### src/rtl/toy_loader_if.sv
`default_nettype none
// ----------------------------------------------------------------------------
// mem_rwport : single read/write memory port (8-bit word address, 16-bit data)
// Rev 1.0
// ----------------------------------------------------------------------------
interface mem_rwport;
  logic [7:0]  addr;
  logic [15:0] wdata;
  logic        val;
  logic        wen;
  logic [15:0] rdata;

  modport master (output addr, output wdata, output val, output wen, input rdata);
  modport slave  (input addr, input wdata, input val, input wen, output rdata);
endinterface
`default_nettype wire

### src/rtl/toy_loader.sv
`default_nettype none
// ----------------------------------------------------------------------------
// toy_loader : byte-stream program loader / memory examiner for the TOY machine
// Optional burst checksum + ACK/NAK reply: define LOADER_CKSUM_EN
// Rev 1.0
// ----------------------------------------------------------------------------
module toy_loader #(
  parameter int WIPE_CYCLES = 256
) (
  input  logic        clk_i,
  input  logic        rst_ni,
  input  logic [7:0]  rx_data_i,
  input  logic        rx_valid_i,
  output logic        rx_ready_o,
  output logic [7:0]  tx_data_o,
  output logic        tx_valid_o,
  input  logic        tx_ready_i,
  mem_rwport.master   mem,
  output logic        busy_o,
  output logic        err_o
);

  localparam int c_WIPE_W = (WIPE_CYCLES > 1) ? $clog2(WIPE_CYCLES) : 1;
  localparam logic [c_WIPE_W-1:0] c_WIPE_LAST = c_WIPE_W'(WIPE_CYCLES - 1);
  localparam logic [7:0] c_CMD_W = 8'h57;
  localparam logic [7:0] c_CMD_R = 8'h52;
  localparam logic [7:0] c_CMD_B = 8'h42;

  typedef enum logic [3:0] {
    S_WAIT_CLR, S_IDLE, S_GET_ADDR, S_GET_CNT, S_GET_HI, S_GET_LO,
    S_WRITE, S_READ_REQ, S_READ_WAIT, S_SEND_HI, S_SEND_LO
`ifdef LOADER_CKSUM_EN
    , S_CK, S_SEND_CK
`endif
  } state_t;

  state_t              r_state, w_next;
  logic [c_WIPE_W-1:0] r_wipe;
  logic [7:0]          r_cmd;
  logic [7:0]          r_addr;
  logic [7:0]          r_hi;
  logic [8:0]          r_remain;
  logic [15:0]         r_rd;
  logic                r_err;
  logic [7:0]          r_mem_addr;
  logic [15:0]         r_mem_wdata;
  logic                w_acc;
  logic                w_cmd_ok;
`ifdef LOADER_CKSUM_EN
  logic [7:0]          r_sum;
  logic [7:0]          r_ack;
`endif

  assign w_acc    = rx_valid_i && rx_ready_o;
  assign w_cmd_ok = (rx_data_i == c_CMD_W) || (rx_data_i == c_CMD_R) || (rx_data_i == c_CMD_B);

  always_comb begin
    w_next     = r_state;
    rx_ready_o = 1'b0;
    tx_valid_o = 1'b0;
    tx_data_o  = 8'h00;
    case (r_state)
      S_WAIT_CLR:  if (r_wipe == c_WIPE_LAST) w_next = S_IDLE;
      S_IDLE: begin
        rx_ready_o = 1'b1;
        if (w_acc && w_cmd_ok) w_next = S_GET_ADDR;
      end
      S_GET_ADDR: begin
        rx_ready_o = 1'b1;
        if (w_acc) begin
          if (r_cmd == c_CMD_R)      w_next = S_READ_REQ;
          else if (r_cmd == c_CMD_B) w_next = S_GET_CNT;
          else                       w_next = S_GET_HI;
        end
      end
      S_GET_CNT: begin
        rx_ready_o = 1'b1;
        if (w_acc) w_next = S_GET_HI;
      end
      S_GET_HI: begin
        rx_ready_o = 1'b1;
        if (w_acc) w_next = S_GET_LO;
      end
      S_GET_LO: begin
        rx_ready_o = 1'b1;
        if (w_acc) w_next = S_WRITE;
      end
      S_WRITE: begin
        if (r_cmd != c_CMD_B) w_next = S_IDLE;
        else if (r_remain == 9'd1)
`ifdef LOADER_CKSUM_EN
          w_next = S_CK;
`else
          w_next = S_IDLE;
`endif
        else w_next = S_GET_HI;
      end
      S_READ_REQ:  w_next = S_READ_WAIT;
      S_READ_WAIT: w_next = S_SEND_HI;
      S_SEND_HI: begin
        tx_valid_o = 1'b1;
        tx_data_o  = r_rd[15:8];
        if (tx_ready_i) w_next = S_SEND_LO;
      end
      S_SEND_LO: begin
        tx_valid_o = 1'b1;
        tx_data_o  = r_rd[7:0];
        if (tx_ready_i) w_next = S_IDLE;
      end
`ifdef LOADER_CKSUM_EN
      S_CK: begin
        rx_ready_o = 1'b1;
        if (w_acc) w_next = S_SEND_CK;
      end
      S_SEND_CK: begin
        tx_valid_o = 1'b1;
        tx_data_o  = r_ack;
        if (tx_ready_i) w_next = S_IDLE;
      end
`endif
      default: w_next = S_IDLE;
    endcase
  end

  // Address/data registers only load on entry to an access cycle so they hold afterwards.
  always_ff @(posedge clk_i) begin
    if (!rst_ni) begin
      r_state     <= S_WAIT_CLR;
      r_wipe      <= '0;
      r_cmd       <= 8'h00;
      r_addr      <= 8'h00;
      r_hi        <= 8'h00;
      r_remain    <= 9'd0;
      r_rd        <= 16'h0000;
      r_err       <= 1'b0;
      r_mem_addr  <= 8'h00;
      r_mem_wdata <= 16'h0000;
`ifdef LOADER_CKSUM_EN
      r_sum       <= 8'h00;
      r_ack       <= 8'h00;
`endif
    end else begin
      r_state <= w_next;
      case (r_state)
        S_WAIT_CLR: r_wipe <= r_wipe + 1'b1;
        S_IDLE: if (w_acc) begin
          if (w_cmd_ok) r_cmd <= rx_data_i;
          else          r_err <= 1'b1;
`ifdef LOADER_CKSUM_EN
          r_sum <= 8'h00;
`endif
        end
        S_GET_ADDR: if (w_acc) begin
          r_addr     <= rx_data_i;
          r_mem_addr <= (r_cmd == c_CMD_R) ? rx_data_i : r_mem_addr;
`ifdef LOADER_CKSUM_EN
          r_sum <= r_sum + rx_data_i;
`endif
        end
        S_GET_CNT: if (w_acc) begin
          r_remain <= (rx_data_i == 8'h00) ? 9'd256 : {1'b0, rx_data_i};
`ifdef LOADER_CKSUM_EN
          r_sum <= r_sum + rx_data_i;
`endif
        end
        S_GET_HI: if (w_acc) begin
          r_hi <= rx_data_i;
`ifdef LOADER_CKSUM_EN
          r_sum <= r_sum + rx_data_i;
`endif
        end
        S_GET_LO: if (w_acc) begin
          r_mem_addr  <= r_addr;
          r_mem_wdata <= {r_hi, rx_data_i};
`ifdef LOADER_CKSUM_EN
          r_sum <= r_sum + rx_data_i;
`endif
        end
        S_WRITE: if (r_cmd == c_CMD_B) begin
          r_remain <= r_remain - 9'd1;
          r_addr   <= r_addr + 8'd1;
        end
        S_READ_WAIT: r_rd <= mem.rdata;
`ifdef LOADER_CKSUM_EN
        S_CK: if (w_acc) begin
          r_ack <= (rx_data_i == r_sum) ? 8'h06 : 8'h15;
          if (rx_data_i != r_sum) r_err <= 1'b1;
        end
`endif
        default: ;
      endcase
    end
  end

  assign mem.val   = (r_state == S_WRITE) || (r_state == S_READ_REQ);
  assign mem.wen   = (r_state == S_WRITE);
  assign mem.addr  = r_mem_addr;
  assign mem.wdata = r_mem_wdata;
  assign busy_o    = (r_state != S_IDLE);
  assign err_o     = r_err;

endmodule
`default_nettype wire

### src/flat_wrapper.sv
// flat-port wrapper written by rule: the top's interface ports become plain ports
module toy_loader_flat 
#(
  parameter int WIPE_CYCLES = 256
)
  (clk_i, rst_ni, rx_data_i, rx_valid_i, rx_ready_o, tx_data_o, tx_valid_o, tx_ready_i, busy_o, err_o, mem_addr, mem_wdata, mem_val, mem_wen, mem_rdata);
  mem_rwport mem_i ();
  input  logic clk_i;
  input  logic rst_ni;
  input  logic [7:0] rx_data_i;
  input  logic rx_valid_i;
  output logic rx_ready_o;
  output logic [7:0] tx_data_o;
  output logic tx_valid_o;
  input  logic tx_ready_i;
  output logic busy_o;
  output logic err_o;
  output wire logic [$bits(mem_i.addr)-1:0] mem_addr;
  output wire logic [$bits(mem_i.wdata)-1:0] mem_wdata;
  output wire logic [$bits(mem_i.val)-1:0] mem_val;
  output wire logic [$bits(mem_i.wen)-1:0] mem_wen;
  input wire logic [$bits(mem_i.rdata)-1:0] mem_rdata;
  assign mem_addr = mem_i.addr;
  assign mem_wdata = mem_i.wdata;
  assign mem_val = mem_i.val;
  assign mem_wen = mem_i.wen;
  assign mem_i.rdata = mem_rdata;
  toy_loader #(.WIPE_CYCLES(WIPE_CYCLES)) u_core (.clk_i(clk_i), .rst_ni(rst_ni), .rx_data_i(rx_data_i), .rx_valid_i(rx_valid_i), .rx_ready_o(rx_ready_o), .tx_data_o(tx_data_o), .tx_valid_o(tx_valid_o), .tx_ready_i(tx_ready_i), .mem(mem_i), .busy_o(busy_o), .err_o(err_o));
endmodule
### config.mk
export PLATFORM = sky130hd
export DESIGN_NAME = toy_loader_flat
export DESIGN_NICKNAME = d
export VERILOG_FILES = /design/src/rtl/toy_loader_if.sv /design/src/rtl/toy_loader.sv /design/src/flat_wrapper.sv
export SDC_FILE = /design/constraint.sdc
export NUM_CORES = 1
export LEC_CHECK = 0
export BUFFER_PORTS_ARGS = -buffer_cell sky130_fd_sc_hd__buf_2
export CORE_ASPECT_RATIO = 0.5
export CORE_MARGIN = 3
export CORE_UTILIZATION = 40
export CTS_CLUSTER_DIAMETER = 200
export CTS_CLUSTER_SIZE = 14
export DETAILED_ROUTE_END_ITERATION = 10
export SKIP_CTS_REPAIR_TIMING = 1
export SLEW_MARGIN = 20
export SYNTH_ARGS = -nofsm -noshare
export SYNTH_HDL_FRONTEND = slang
export SYNTH_SLANG_ARGS = --single-unit
### constraint.sdc
create_clock -name clk_i -period 2.22 [get_ports clk_i]
set_input_delay 0.555 -clock clk_i [delete_from_list [all_inputs] [get_ports clk_i]]
set_output_delay 0.555 -clock clk_i [all_outputs]
set_load 0.02 [all_outputs]
# ---- After elaboration in Yosys (flattened, before gate mapping)
# Cells that the tools add are included.
dict set report classes {
  add_sub_neg 3
  n_eq_ne 29
  mux 27
  n_bitwise 1
  reduce_logical 20
}
# cell n
set op_table {}
lappend op_table {{$pmux W8 S2} 3}
lappend op_table {{$pmux W4 S11} 1}
lappend op_table {{$eq A8 B7 Y1 const B} 5}
lappend op_table {{$mux W4} 10}
lappend op_table {{$mux W8} 5}
lappend op_table {{$mux W9} 3}
lappend op_table {{$pmux W9 S2} 1}
lappend op_table {{$add A8 B1 Y8 const B} 2}
lappend op_table {{$eq A4 B3 Y1 const B} 4}
lappend op_table {{$ne A2 B1 Y1 const B} 8}
lappend op_table {{$eq A4 B4 Y1 const B} 3}
lappend op_table {{$reduce_and A3 Y1} 4}
lappend op_table {{$eq A9 B1 Y1 const B} 1}
lappend op_table {{$sub A9 B1 Y9 const B} 1}
lappend op_table {{$eq A4 B2 Y1 const B} 2}
lappend op_table {{$eq A8 B8 Y1 const B} 1}
lappend op_table {{$logic_not A8 Y1} 1}
lappend op_table {{$ne A8 B7 Y1 const B} 1}
lappend op_table {{$reduce_and A8 Y1} 1}
lappend op_table {{$mux W3} 2}
lappend op_table {{$reduce_bool A2 Y1} 3}
lappend op_table {{$reduce_or A5 Y1} 1}
lappend op_table {{$eq A4 B1 Y1 const B} 1}
lappend op_table {{$logic_not A4 Y1} 1}
lappend op_table {{9 further kinds} 15}
dict set report totals {
  reg_bits 86
  wordCells 90
}

# ---- Logic depth before layout (Yosys ltp)
dict set report depth {
  depth_word 7
  mapped_depth 8
  mapped_depth_nobuf 7
}

# ---- Least setup slack after synthesis
# OpenSTA, ideal clock, no wires.
dict set report synth_timing {
  kind {reg2out}
  start {register u_core.r_state[1]}
  end {output port tx_data_o[0]}
  arrival_time_ns 1.378
  required_time_ns 1.665
  slack_ns 0.287
  path_stages_with_launch 7
  path_buffers 3
  cell_sequence {dfxtp_1 -> buf_4 -> buf_4 -> nor2b_1 -> clkbuf_1 -> a22oi_1 -> nor2_1}
}
dict set report synth_between {
  elab_chain_cells 2
  elab_cells_between_ends 3
  cone_classes {2 x eq/ne; 1 x mux}
}
# element line_no
set synth_lines {}
lappend synth_lines {{start: declaration} toy_loader.sv:37} ;# state_t r_state, w_next;
lappend synth_lines {{start signal: assignment} toy_loader.sv:143} ;# r_state <= w_next;
lappend synth_lines {{$eq A4 B4 Y1} toy_loader.sv:62} ;# case (r_state)
lappend synth_lines {{$pmux W8 S2 (*)} toy_loader.sv:62}
lappend synth_lines {{end: declaration} flat_wrapper.sv:13} ;# output logic [7:0] tx_data_o;
# Every way passes the cells marked *; elsewhere a longest branch is shown, timed or not.

# ---- Worst setup path after layout
dict set report layout_timing {
  start {register u_core.r_state[1]}
  end {output port busy_o}
}
dict set report layout_between {
  elab_chain_cells 1
}
# element line_no
set layout_lines {}
lappend layout_lines {{$ne A4 B1 Y1} toy_loader.sv:199} ;# assign busy_o = (r_state != S_IDLE);
lappend layout_lines {{end: declaration} flat_wrapper.sv:16} ;# output logic busy_o;
# Every way passes these cells.

==> flow_summary.ini <==
[timing]
timing.final.crit_share_pct = 94.9
slew_headroom_pct = 55.5
fin_crit_ns = 2.11
tns_ns = 0
finalClockSkew_ns = 0.00733
slew_viol_final = 0
hold_viol = 0
rsz0062_at_grt = no
worst_pin_slew_ns = 0.662
fin_ws_ns = 0.112
fmax_mhz = 474
setup_viol_count_final = 0

[place]
gp_congestion = 0.854
dp_worst_setup_slack_ns = 0.157
numPortBuffers = 65
detailed_place_hpwl_um = 7430

[status]
status = completed

[cts]
clkTransAtPathRegs_ns = 0.07
cts_tree = yes
cts_made_buffers = 9
clk_latency_ns = 0.34
root_buffer = clkbuf_16
h-tree-depth = 3
clkSinkCount = 86
cts.path.max_buffers = 2

[die]
coreArea_mm2 = 0.00973
initial_core_util_pct = 42.3
io_pins = 66
rows = 25
die_w_um = 149
die_h_um = 77.7
die_area_mm2 = 0.0116

[final_layout]
drive_gt1_share_pct = 21.6
layout_common_cells = nand2_1 (99), dfxtp_1 (82), buf_2 (65)
diodes = 0
multi_input_area_mm2 = 0.00222
seq_area_mm2 = 0.00173
nFillCells = 946
final_common_cell = nand2_1
synthToLayoutAreaGrowth_pct = 20.4
fin_util_pct = 50.9
nets = 601

[setup_path]
startpoint = u_core.r_state[1]
crit_end = busy_o
rr_worst_depth = 5
cp-start-kind = register
path_max_fanout = 13
endpoint_kind = primary output
required_ns = 1.66
reg2reg_setup_slack_ns = 0.29
rr_endpoint = u_core.r_state[0]
reg2reg_from = u_core.r_cmd[7]
critPathArrivalTime_ns = 1.55
critPathKind = reg -> out

[power]
p_total_mw = 4.01
vdd_drop_max_mv = 0.385
powerDensity_mw_per_mm2 = 809
p_leak_nw = 1.97

[logic_synthesis]
synthFlopType = dfxtp_1
synth_top_area_cell = dfxtp_1
synthTopCellsByArea = dfxtp_1 (42%), nand2_1 (9.0%), a21oi_1 (7.2%)
syn-cell-area_mm2 = 0.00412
synth-seq-cells = 86
synth_async_sr_flop_share_pct = 0
syn-num-nets = 539
seq_area_frac_synth_pct = 41.8
netlist_instances = 507
yosysWarnings = 0
synth_cell_types = 62
synth-edff-count = 0
synth_top_area_share_pct = 41.8
avgSynthCellArea_um2 = 8.12

[global_routing]
grt_max_degree = 27
overflow = 0
grt_usage_pct = 18.8
grt_pass1_vias = 3583
grt_pass1_wl_um = 17800
antenna_found_initial = 0

[drt]
top_layer_used = met4
vias_per_cell = 5.26
finalWirelength_um = 10700
drcViolationCount = 0
dr.pass1.iters = 5
drt_iter0_drc = 188
drtAntennaViolNets = 0
wl_met1_um = 5370
vias = 3731
wl_met3_um = 581
wl_per_cell_um = 15.0
wl_met2_um = 4630

[min_path]
hold_class = in -> reg

[run]
maxCapViolCount = 0
registers in the layout, indices dropped and copies added, names as in the netlist, 8 cells and up:
register	flops
u_core.r_wipe	8
u_core.mem.wdata	16
u_core.r_rd	16
u_core.r_remain	9
u_core.r_hi	8
u_core.r_addr	8
u_core.mem.addr	8
u_core.r_cmd	8
routing by layer:
metal | vias up | GRT usage, %
li1 | 1901 | -
met2 | 97 | 28.6
met4 | 0 | 4.75
met3 | 9 | 4.61
met1 | 1724 | 26.8
met5 | - | 0
report_power, final:
group	total [mW]	switching, mW	internal, mW
combinational	0.659	0.402	0.257
clock	1.69	0.660	1.03
sequential	1.66	0.0684	1.60
total	4.01	1.13	2.88
cell families (layout without fill, tap and decap cells):
family / after synthesis / in the layout / share of synthesized area, %
buf+inv: 40 / 107 / 4.65
xor+xnor: 6 / 6 / 1.28
flops: 86 / 86 / 41.8
fa+ha+maj: 4 / 4 / 1.22
compound gates: 126 / 126 / 20.0
simple gates: 225 / 225 / 26.2
mux: 20 / 20 / 4.86
how the worst min path moves through the flow:
| stage | start | endpoint | depth (start not counted) |
|---|---|---|---|
| after global routing | mem_rdata[11] | u_core.r_rd[11] | 3 |
| after global placement | u_core.r_hi[6] | u_core.mem.wdata[14] | 2 |
| after CTS | mem_rdata[13] | u_core.r_rd[13] | 3 |
| after floorplan | u_core.r_hi[3] | u_core.mem.wdata[11] | 2 |
| final | mem_rdata[13] | u_core.r_rd[13] | 3 |
| after detailed placement | u_core.r_rd[10] | u_core.r_rd[10] | 2 |
synthesized netlist by cell type, types with 5 or more instances:
cell / instances
a211oi_1: 6
a21o_1: 6
a21oi_1: 59
a22oi_1: 8
and3_1: 8
buf_2: 6
buf_4: 5
clkbuf_1: 21
dfxtp_1: 86
inv_1: 6
mux2i_1: 20
nand2_1: 99
nand2b_1: 5
nand3_1: 12
nand3b_1: 5
nor2_1: 55
nor2b_1: 5
nor3_1: 6
o21ai_0: 8
o21ai_1: 9
critical path: stages, from the launching register on:
cell and delay (ns):
dfxtp_4 0.40, buf_4 0.17, nor2_2 0.30, nand2_1 0.15, buf_2 0.19
cell type report:
type,count,share of cell area (%)
multi-input combinational,381,44.7
sequential,86,34.9
timing repair buffer,85,9.85
clock buffer,10,4.82
tap,135,3.41
clock inverter,6,1.87
inverter,6,0.454
per-stage QoR:
stage                     cells  instance area, um2  hold slack [ns]
after floorplan             507                4120            0.432
after global placement      693                4610            0.439
after detailed placement    693                4610            0.446
after CTS                   709                4940            0.433
after global routing        709                4960            0.445
final                       709                4960            0.448
Note: power is estimated with default switching activity, not from simulation.
